==> src/rtl/serial_add_sequencer_pkg.sv <==
// serial_add_pkg: shared state encoding and default width for the bit-serial adder.
package serial_add_pkg;
   localparam int SA_WIDTH = 32;
   typedef enum logic [1:0] {IDLE, RUN, DONE} sa_state_t;
endpackage

==> src/rtl/serial_add_sequencer_if.sv <==
// serial_add_sequencer_if: start/busy/done request bus between issuing control and the serial adder.
interface serial_add_sequencer_if
   import serial_add_pkg::*;
#(
   parameter int WIDTH = SA_WIDTH
);
   logic             start;
   logic             sub;
   logic [WIDTH-1:0] a;
   logic [WIDTH-1:0] b;
   logic             busy;
   logic             done;
   logic [WIDTH-1:0] result;
   logic             carry_out;
   logic             overflow;
   logic             zero;
   modport master (
      output start, sub, a, b,
      input  busy, done, result, carry_out, overflow, zero
   );
   modport slave (
      input  start, sub, a, b,
      output busy, done, result, carry_out, overflow, zero
   );
endinterface

==> src/rtl/serial_add_sequencer_full_adder.sv <==
// full_adder: 1-bit full adder from two half-adder cells; the only arithmetic in the serial adder.
module half_adder (
   input  logic i_a,
   input  logic i_b,
   output logic o_s,
   output logic o_c
);
   assign o_s = i_a ^ i_b;
   assign o_c = i_a & i_b;
endmodule

module full_adder (
   input  logic i_a,
   input  logic i_b,
   input  logic i_c,
   output logic o_s,
   output logic o_c
);
   logic w_s0, w_c0, w_c1;
   half_adder u_ha0 (.i_a(i_a),  .i_b(i_b), .o_s(w_s0), .o_c(w_c0));
   half_adder u_ha1 (.i_a(w_s0), .i_b(i_c), .o_s(o_s),  .o_c(w_c1));
   assign o_c = w_c0 | w_c1;
endmodule

==> src/rtl/serial_add_sequencer.sv <==
// serial_add_sequencer: WIDTH-cycle LSB-first add/subtract sequencing one shared full adder.
module serial_add_sequencer
   import serial_add_pkg::*;
#(
   parameter  int WIDTH = SA_WIDTH,
   localparam int CNT_W = $clog2(WIDTH)
) (
   input  logic                  clk,
   input  logic                  reset,
   serial_add_sequencer_if.slave bus
);
   sa_state_t        r_state;
   logic [WIDTH-1:0] r_a, r_b, r_sh, r_result;
   logic [CNT_W-1:0] r_cnt;
   logic             r_c, r_busy, r_done, r_cout, r_ovf, r_zero;
   logic             w_s, w_co, w_last;
   logic [WIDTH-1:0] w_sum;

   full_adder u_fa (.i_a(r_a[0]), .i_b(r_b[0]), .i_c(r_c), .o_s(w_s), .o_c(w_co));

   assign w_sum  = {w_s, r_sh[WIDTH-1:1]};
   assign w_last = r_cnt == CNT_W'(WIDTH - 1);

   // on the last bit r_c is the carry into the MSB, so overflow is r_c ^ w_co
   always_ff @(posedge clk or posedge reset) begin
      if (reset) begin
         r_state  <= IDLE;
         r_a      <= '0;
         r_b      <= '0;
         r_sh     <= '0;
         r_result <= '0;
         r_cnt    <= '0;
         r_c      <= 1'b0;
         r_busy   <= 1'b0;
         r_done   <= 1'b0;
         r_cout   <= 1'b0;
         r_ovf    <= 1'b0;
         r_zero   <= 1'b0;
      end else begin
         case (r_state)
            IDLE: begin
               r_done <= 1'b0;
               if (bus.start) begin
                  r_a     <= bus.a;
                  r_b     <= bus.sub ? ~bus.b : bus.b;
                  r_c     <= bus.sub;
                  r_cnt   <= '0;
                  r_busy  <= 1'b1;
                  r_state <= RUN;
               end
            end
            RUN: begin
               r_sh  <= w_sum;
               r_a   <= r_a >> 1;
               r_b   <= r_b >> 1;
               r_c   <= w_co;
               r_cnt <= r_cnt + 1'b1;
               if (w_last) begin
                  r_result <= w_sum;
                  r_cout   <= w_co;
                  r_ovf    <= r_c ^ w_co;
                  r_zero   <= ~|w_sum;
                  r_done   <= 1'b1;
                  r_state  <= DONE;
               end
            end
            DONE: begin
               r_done  <= 1'b0;
               r_busy  <= 1'b0;
               r_state <= IDLE;
            end
            default: r_state <= IDLE;
         endcase
      end
   end

   assign bus.busy      = r_busy;
   assign bus.done      = r_done;
   assign bus.result    = r_result;
   assign bus.carry_out = r_cout;
   assign bus.overflow  = r_ovf;
   assign bus.zero      = r_zero;
endmodule

==> src/flat_wrapper.sv <==
// flat-port wrapper written by rule: the top's interface ports become plain ports
module serial_add_sequencer_flat import serial_add_pkg::*;
#(
   parameter  int WIDTH = SA_WIDTH,
   localparam int CNT_W = $clog2(WIDTH)
)
  (clk, reset, bus_start, bus_sub, bus_a, bus_b, bus_busy, bus_done, bus_result, bus_carry_out, bus_overflow, bus_zero);
  serial_add_sequencer_if #(.WIDTH(WIDTH)) bus_i ();
  input  logic clk;
  input  logic reset;
  input wire logic [$bits(bus_i.start)-1:0] bus_start;
  input wire logic [$bits(bus_i.sub)-1:0] bus_sub;
  input wire logic [$bits(bus_i.a)-1:0] bus_a;
  input wire logic [$bits(bus_i.b)-1:0] bus_b;
  output wire logic [$bits(bus_i.busy)-1:0] bus_busy;
  output wire logic [$bits(bus_i.done)-1:0] bus_done;
  output wire logic [$bits(bus_i.result)-1:0] bus_result;
  output wire logic [$bits(bus_i.carry_out)-1:0] bus_carry_out;
  output wire logic [$bits(bus_i.overflow)-1:0] bus_overflow;
  output wire logic [$bits(bus_i.zero)-1:0] bus_zero;
  assign bus_i.start = bus_start;
  assign bus_i.sub = bus_sub;
  assign bus_i.a = bus_a;
  assign bus_i.b = bus_b;
  assign bus_busy = bus_i.busy;
  assign bus_done = bus_i.done;
  assign bus_result = bus_i.result;
  assign bus_carry_out = bus_i.carry_out;
  assign bus_overflow = bus_i.overflow;
  assign bus_zero = bus_i.zero;
  serial_add_sequencer #(.WIDTH(WIDTH)) u_core (.clk(clk), .reset(reset), .bus(bus_i));
endmodule
==> config.mk <==
export PLATFORM = sky130hd
export DESIGN_NAME = serial_add_sequencer_flat
export DESIGN_NICKNAME = d
export VERILOG_FILES = /design/src/rtl/serial_add_sequencer_pkg.sv /design/src/rtl/serial_add_sequencer_if.sv /design/src/rtl/serial_add_sequencer_full_adder.sv /design/src/rtl/serial_add_sequencer.sv /design/src/flat_wrapper.sv
export SDC_FILE = /design/constraint.sdc
export NUM_CORES = 1
export LEC_CHECK = 0
export ABC_AREA = 1
export CORE_ASPECT_RATIO = 2
export CORE_MARGIN = 2
export CORE_UTILIZATION = 40
export DETAILED_ROUTE_END_ITERATION = 10
export GPL_TIMING_DRIVEN = 0
export PLACE_DENSITY = 0.63
export SYNTH_ARGS = -nofsm -noshare
export SYNTH_HDL_FRONTEND = slang
export SYNTH_SLANG_ARGS = --single-unit
==> constraint.sdc <==
create_clock -name clk -period 6.5 [get_ports clk]
set_clock_uncertainty 0.15 [all_clocks]
set_input_delay 1.95 -clock clk [delete_from_list [all_inputs] [get_ports clk]]
set_output_delay 1.95 -clock clk [all_outputs]
set_load 0.03 [all_outputs]
==> results.py, run 1 <==
metrics = {
    "clocking": {
        "numCtsBuffers": 17,
        "cts_setup_buffers": 0,
        "clkTransAtPathRegs_ps": 60,
        "clock-sinks": 140,
        "clock_tree.root_cell": "clkbuf_16",
        "cts.path.max_buffers": 2,
        "holdBufCountCts": 0,
        "clk_latency_ps": 410,
        "cts_resized": 0,
        "htree_levels": 4,
        "cts_tree": "built",
    },
    "grt": {
        "grt_overflow_total": 0,
        "grt_pass1_vias": 5098,
        "grt_first_pass_wirelength_mm": 24.1,
        "antenna_found_initial": 0,
        "grt_use_total_pct": 19.1,
        "grt_start_max_net_pins": 93,
    },
    "worst_setup_path": {
        "cp_slowest_stage_delay_ps": 680,
        "r2r-start": "u_core.r_cnt[0]",
        "critPathBufInv": 1,
        "slowest_stage": "clkdlybuf4s50_1",
        "end_kind": "output pin",
        "critPathRequiredTime_ps": 4400,
        "reg2reg_to": "u_core.bus.result[7]",
        "cp_cell_sequence": "clkdlybuf4s50_1",
        "arrival_ps": 1470,
        "critPathTopFamily": "buffers and inverters",
        "start_kind": "register",
        "critPathLaunch": "u_core.bus.result[10]",
        "critPathMaxFanout": 2,
        "crit_type": "reg -> out",
        "r2r.worst_path.cells": 8,
        "rrSetupSlack_ps": 4480,
    },
    "synth": {
        "ys_types": 25,
        "netlist_instances": 667,
        "synth_common_cells": "294 x nand2_1, 140 x dfrtp_1, 41 x o211ai_1",
        "synth_seq_cells": 140,
        "synth_fa_ha_area_share_pct": 0.753,
        "synthSimpleGateAreaFrac_pct": 21.7,
        "muxShareOfSynthArea_pct": 0,
        "synth_nets": 738,
        "synth.top_cell.area_share_pct": 58.6,
        "ys.flop_type": "dfrtp_1",
        "netlist_area_um2": 5980,
        "synth_compound_area_share_pct": 9.37,
        "yosysTopAreaCell": "dfrtp_1",
        "synth_top_family_by_area": "simple AND/OR/NAND/NOR gates",
        "synth-xor-area-share_pct": 4.98,
        "async_reset_ff_share_pct": 100,
        "synth-seq-area-share_pct": 58.6,
        "synth.most_common_cell": "nand2_1",
        "avgSynthCellArea_um2": 8.97,
        "synth_edf_count": 0,
        "synthTopCellsByArea": "dfrtp_1 59%, nand2_1 18%, o211ai_1 5.1%, xnor2_1 4.8%, o21ai_0 3.1%",
        "ys_warn_count": 0,
    },
    "place": {
        "portBuffers": 103,
        "place_inst": 966,
        "gp_congestion": 0.833,
        "dp_hpwl_mm": 10.8,
        "pre_cts_ws_ps": 2770,
        "dpl-instance-area_um2": 7290,
    },
    "routing": {
        "routed_wl_mm": 14.5,
        "m1WireLength_mm": 5.40,
        "num_vias": 4866,
        "drt_iter0_markers": 229,
        "drt_drc_violations_left": 0,
        "viasPerCell": 4.88,
        "wl_met2_mm": 8.15,
        "final_antenna_net_count": 0,
        "dr.pass1.iters": 4,
        "met3WireLength_um": 447,
        "highest-signal-layer": "met4",
        "wl_per_cell_um": 14.5,
    },
    "timing": {
        "fin_ws_ps": 2930,
        "fmax_mhz": 280,
        "grt_setup_unrepaired": "no",
        "fin_crit_ps": 3570,
        "worstMarginPinSlew_ps": 538,
        "hold_violations": 0,
        "timing.slew.headroom_pct": 64.2,
        "maxSlewViolCount": 0,
        "period_share_pct": 55.0,
        "setup_viol": 0,
    },
    "layout": {
        "final_cell_area_um2": 7850,
        "synthToLayoutAreaGrowth_pct": 31.3,
        "post-route-util_pct": 53.3,
        "n_antenna_cell": 0,
        "drive_above_1_share_pct": 6.60,
        "nFillCells": 1387,
        "fin_cells": 998,
        "layout.nets": 861,
    },
    "floorplan": {
        "dieArea_um2": 16000,
        "die_w_um": 90.5,
        "core-area_um2": 14700,
        "die_h_um": 177,
        "placementRows": 63,
        "num_io_pins": 105,
        "initial_core_util_pct": 40.6,
    },
    "run_status": {
        "status": "finished clean",
    },
    "power_and_ir_drop": {
        "max-vdd-ir-drop_mv": 0.190,
        "p_total_w": 0.00338,
        "power_density_nw_per_um2": 431,
        "leakage_nw": 3.53,
    },
    "flow_run": {
        "maxCapViolCount": 0,
    },
    "hold_path": {
        "min_path_cells": 2,
        "whs_endpoint": "u_core.bus.result[18]",
        "holdCritStartpoint": "u_core.bus.result[18]",
        "min_path_type": "reg -> reg",
    },
}
==> flip-flops by register name, summed over array words and instances (netlist names), 2 cells and up <==
register           cells
u_core.bus.result     32
u_core.r_a            32
u_core.r_b            32
u_core.r_sh           31
u_core.r_cnt           5
u_core.r_state         2
==> power by group <==
| group | switching, W | total, W | internal, W |
|---|---|---|---|
| Sequential | 0.000210 | 0.00140 | 0.00119 |
| Combinational | 0.000652 | 0.00107 | 0.000421 |
| Clock | 0.000371 | 0.000910 | 0.000539 |
| Total | 0.00123 | 0.00338 | 0.00215 |
==> worst max-delay path by stage <==
stage | endpoint | cells past startpoint | slack, ps
final | bus_result[10] | 1 | 2930
after global placement | u_core.r_b[9] | 2 | -1060
after detailed placement | u_core.r_a[29] | 6 | 2770
after global routing | bus_result[10] | 1 | 2900
after CTS | bus_result[10] | 1 | 2900
after floorplan | u_core.bus.busy | 1 | 650
==> metrics by stage <==
step	setup TNS [ps]	hold slack, ps
floorplan	0	302
global placement	-147020	314
detailed placement	0	315
CTS	0	331
global route	0	355
finish	0	326
==> final cells by class <==
cell class | instances | area [µm²] | area share, %
buffer | 37 | 168 | 2.14
clock buffer | 20 | 447 | 5.69
clock inverter | 12 | 116 | 1.48
inverter | 29 | 114 | 1.45
multi-input combinational | 461 | 2200 | 28.0
sequential | 140 | 3500 | 44.6
tap | 195 | 244 | 3.11
timing repair buffer | 104 | 1060 | 13.5
==> kinds of logic (layout without fill, tap and decap cells) <==
logic type               count (synthesis)  in the layout
AO/OA/AOI/OAI                           87             87
XOR/XNOR                                34             34
adder cells (fa/ha/maj)                  3              3
buffers and inverters                   66            202
flip-flops                             140            140
AND/OR/NAND/NOR                        337            337
==> per-layer routing <==
metal	global-route usage [%]	vias to the layer above
met5	0	-
met2	36.4	110
met1	19.5	2353
met3	3.71	27
li1	-	2376
met4	9.49	0
==> cell usage in the layout, fill, tap and decap left out, types with 2 or more instances in the layout <==
cell type        count
nand2_1            294
clkbuf_1            20
clkinv_4             3
inv_6                3
o211ai_1            41
clkbuf_16           17
xnor2_1             33
buf_2               17
inv_1               26
inv_2                2
ha_1                 2
clkinvlp_4           5
nand3_1             21
a22o_1               2
o221ai_1             3
o21ai_0             37
dfrtp_1            140
clkdlybuf4s50_1    103
nor2_1              19
(Power assumes the default switching activity.)
==> run 2, diff against run 1 <==
--- a/config.mk
+++ b/config.mk
@@ -11,7 +11,7 @@
 export CORE_UTILIZATION = 40
 export DETAILED_ROUTE_END_ITERATION = 10
 export GPL_TIMING_DRIVEN = 0
-export PLACE_DENSITY = 0.63
+export PLACE_DENSITY = 0.66
 export SYNTH_ARGS = -nofsm -noshare
 export SYNTH_HDL_FRONTEND = slang
 export SYNTH_SLANG_ARGS = --single-unit
==> constraint.sdc (replaced) <==
create_clock -name clk -period 2.9 [get_ports clk]
set_clock_uncertainty 0.15 [all_clocks]
set_input_delay 0.87 -clock clk [delete_from_list [all_inputs] [get_ports clk]]
set_output_delay 0.87 -clock clk [all_outputs]
set_load 0.03 [all_outputs]
==> run 2 against run 1 <==
Compared with the run above:
- non-clock buffer count rose by 2
- via count rose by 0.49%
- sequential share of layout area shrank 0.46 points
- register-to-register slack lost 3600 ps
- cell count is 0.20% higher
- critical path depth did not move
- setup slack worse by 2500 ps
- power up 130%
- routed wire length down 0.29%
- flip-flop and latch count is the same
==> results.py, run 2 (synthesis results as in run 1) <==
metrics = {
    "place": {
        "dp_hpwl_mm": 10.9,
        "portBuffers": 103,
        "gp_congestion": 0.823,
    },
    "timing": {
        "fmax_mhz": 402,
        "tns_ps": 0,
        "period_share_pct": 85.7,
        "fin_crit_ps": 2490,
        "setup_viol": 0,
        "timing.slew.headroom_pct": 62.8,
        "worstMarginPinSlew_ps": 558,
        "grt_setup_unrepaired": "no",
        "hold_violations": 0,
        "maxSlewViolCount": 0,
    },
    "routing": {
        "num_vias": 4890,
        "dr.pass1.iters": 4,
        "final_antenna_net_count": 0,
        "drt_drc_violations_left": 0,
        "viasPerCell": 4.89,
        "drt_iter0_markers": 285,
        "routed_wl_mm": 14.4,
        "wl_per_cell_um": 14.4,
    },
    "clocking": {
        "clkTransAtPathRegs_ps": 60,
        "numCtsBuffers": 17,
        "cts_setup_buffers": 0,
        "clock-sinks": 140,
        "htree_levels": 4,
        "clock_tree.root_cell": "clkbuf_16",
        "holdBufCountCts": 0,
        "cts_resized": 0,
        "cts.path.max_buffers": 2,
        "clk_latency_ps": 420,
        "cts_tree": "built",
    },
    "grt": {
        "grt_use_total_pct": 19.4,
        "grt_start_max_net_pins": 46,
        "grt_first_pass_wirelength_mm": 24.4,
        "antenna_found_initial": 0,
        "grt_overflow_total": 0,
        "grt_pass1_vias": 5077,
    },
    "worst_setup_path": {
        "r2r.worst_path.cells": 8,
        "setup.worst_path.end": "bus_busy",
        "cp_slowest_stage_delay_ps": 680,
        "cp_cell_sequence": "clkdlybuf4s50_1",
        "reg2reg_to": "u_core.bus.result[23]",
        "rrSetupSlack_ps": 840,
        "r2r-start": "u_core.r_cnt[0]",
        "critPathRequiredTime_ps": 1880,
        "crit_type": "reg -> out",
        "critPathBufInv": 1,
        "start_kind": "register",
        "path_depth": 1,
        "end_kind": "output pin",
        "critPathLaunch": "u_core.bus.busy",
        "slowest_stage": "clkdlybuf4s50_1",
        "critPathTopFamily": "buffers and inverters",
        "arrival_ps": 1470,
        "critPathMaxFanout": 2,
    },
    "power_and_ir_drop": {
        "power_density_nw_per_um2": 981,
        "leakage_nw": 3.58,
        "p_total_w": 0.00778,
        "max-vdd-ir-drop_mv": 0.515,
    },
    "floorplan": {
        "dieArea_um2": 16000,
        "die_w_um": 90.5,
        "placementRows": 63,
        "initial_core_util_pct": 40.6,
        "num_io_pins": 105,
        "core-area_um2": 14700,
        "die_h_um": 177,
    },
    "layout": {
        "nFillCells": 1366,
        "layout.nets": 863,
        "drive_above_1_share_pct": 7.08,
        "final_cell_mix": "294 x nand2_1, 140 x dfrtp_1, 103 x clkdlybuf4s50_1, 41 x o211ai_1, 37 x o21ai_0",
        "n_antenna_cell": 0,
        "final_common_cell": "nand2_1",
        "synthToLayoutAreaGrowth_pct": 32.6,
    },
    "flow_run": {
        "maxCapViolCount": 0,
    },
    "hold_path": {
        "min_path_type": "reg -> reg",
    },
    "run_status": {
        "status": "finished clean",
    },
}
## run 2: changes by cell type in the layout (fill, tap and decap cells not counted)
cell	change
inv_8	+4
buf_12	+3
clkinvlp_4	-3
clkbuf_1	-2
buf_16	-1
bufinv_16	+1
clkinv_2	-1
inv_6	+1
## run 2: final cells by class
cell class,count,area (µm²),area share [%]
buffer,37,168,2.11
clock buffer,18,439,5.54
clock inverter,14,174,2.19
inverter,29,113,1.42
multi-input combinational,461,2200,27.7
sequential,140,3500,44.2
tap,195,244,3.08
timing repair buffer,106,1090,13.8
## run 2: metal layers
layer | track usage [%] | wire (µm) | up-vias
met2 | 35.8 | 7990 | 115
met3 | 3.53 | 497 | 32
met4 | 10.5 | 568 | 0
met5 | 0 | 0 | -
li1 | - | - | 2387
met1 | 20.6 | 5390 | 2356
## run 2: power breakdown
part / switching [W] / total (W) / internal, W
clock: 0.000909 / 0.00224 / 0.00133
combinational: 0.00146 / 0.00241 / 0.000949
sequential: 0.000466 / 0.00314 / 0.00267
total: 0.00283 / 0.00778 / 0.00495
## run 2: worst reg2reg max path: cells and delay by family, from the launching register on
kind / cells / cell delay (ps)
buf+inv: 1 / 430
fa+ha+maj: 2 / 420
simple gates: 4 / 470
compound gates: 1 / 100
flops: 1 / 410
## run 2: worst min path at each step
stage | from | end | slack, ps | depth (start not counted)
global placement | u_core.bus.result[27] | u_core.bus.result[27] | 310 | 2
global route | u_core.bus.result[22] | u_core.bus.result[22] | 350 | 2
detailed placement | u_core.bus.result[28] | u_core.bus.result[28] | 320 | 2
finish | u_core.bus.result[17] | u_core.bus.result[17] | 330 | 2
CTS | u_core.bus.result[28] | u_core.bus.result[28] | 330 | 2
floorplan | u_core.r_a[11] | u_core.r_a[11] | 300 | 2
## run 2: through the flow
stage	hold WS [ps]	setup slack (ps)	utilization (%)	instance area [µm²]	std cells
final	326	415	53.8	7930	1000
after global routing	351	367	53.8	7930	1000
after global placement	313	-1010	49.2	7260	965
after floorplan	302	131	-	5980	667
after detailed placement	315	258	49.7	7320	968
after CTS	332	398	53.8	7930	1000
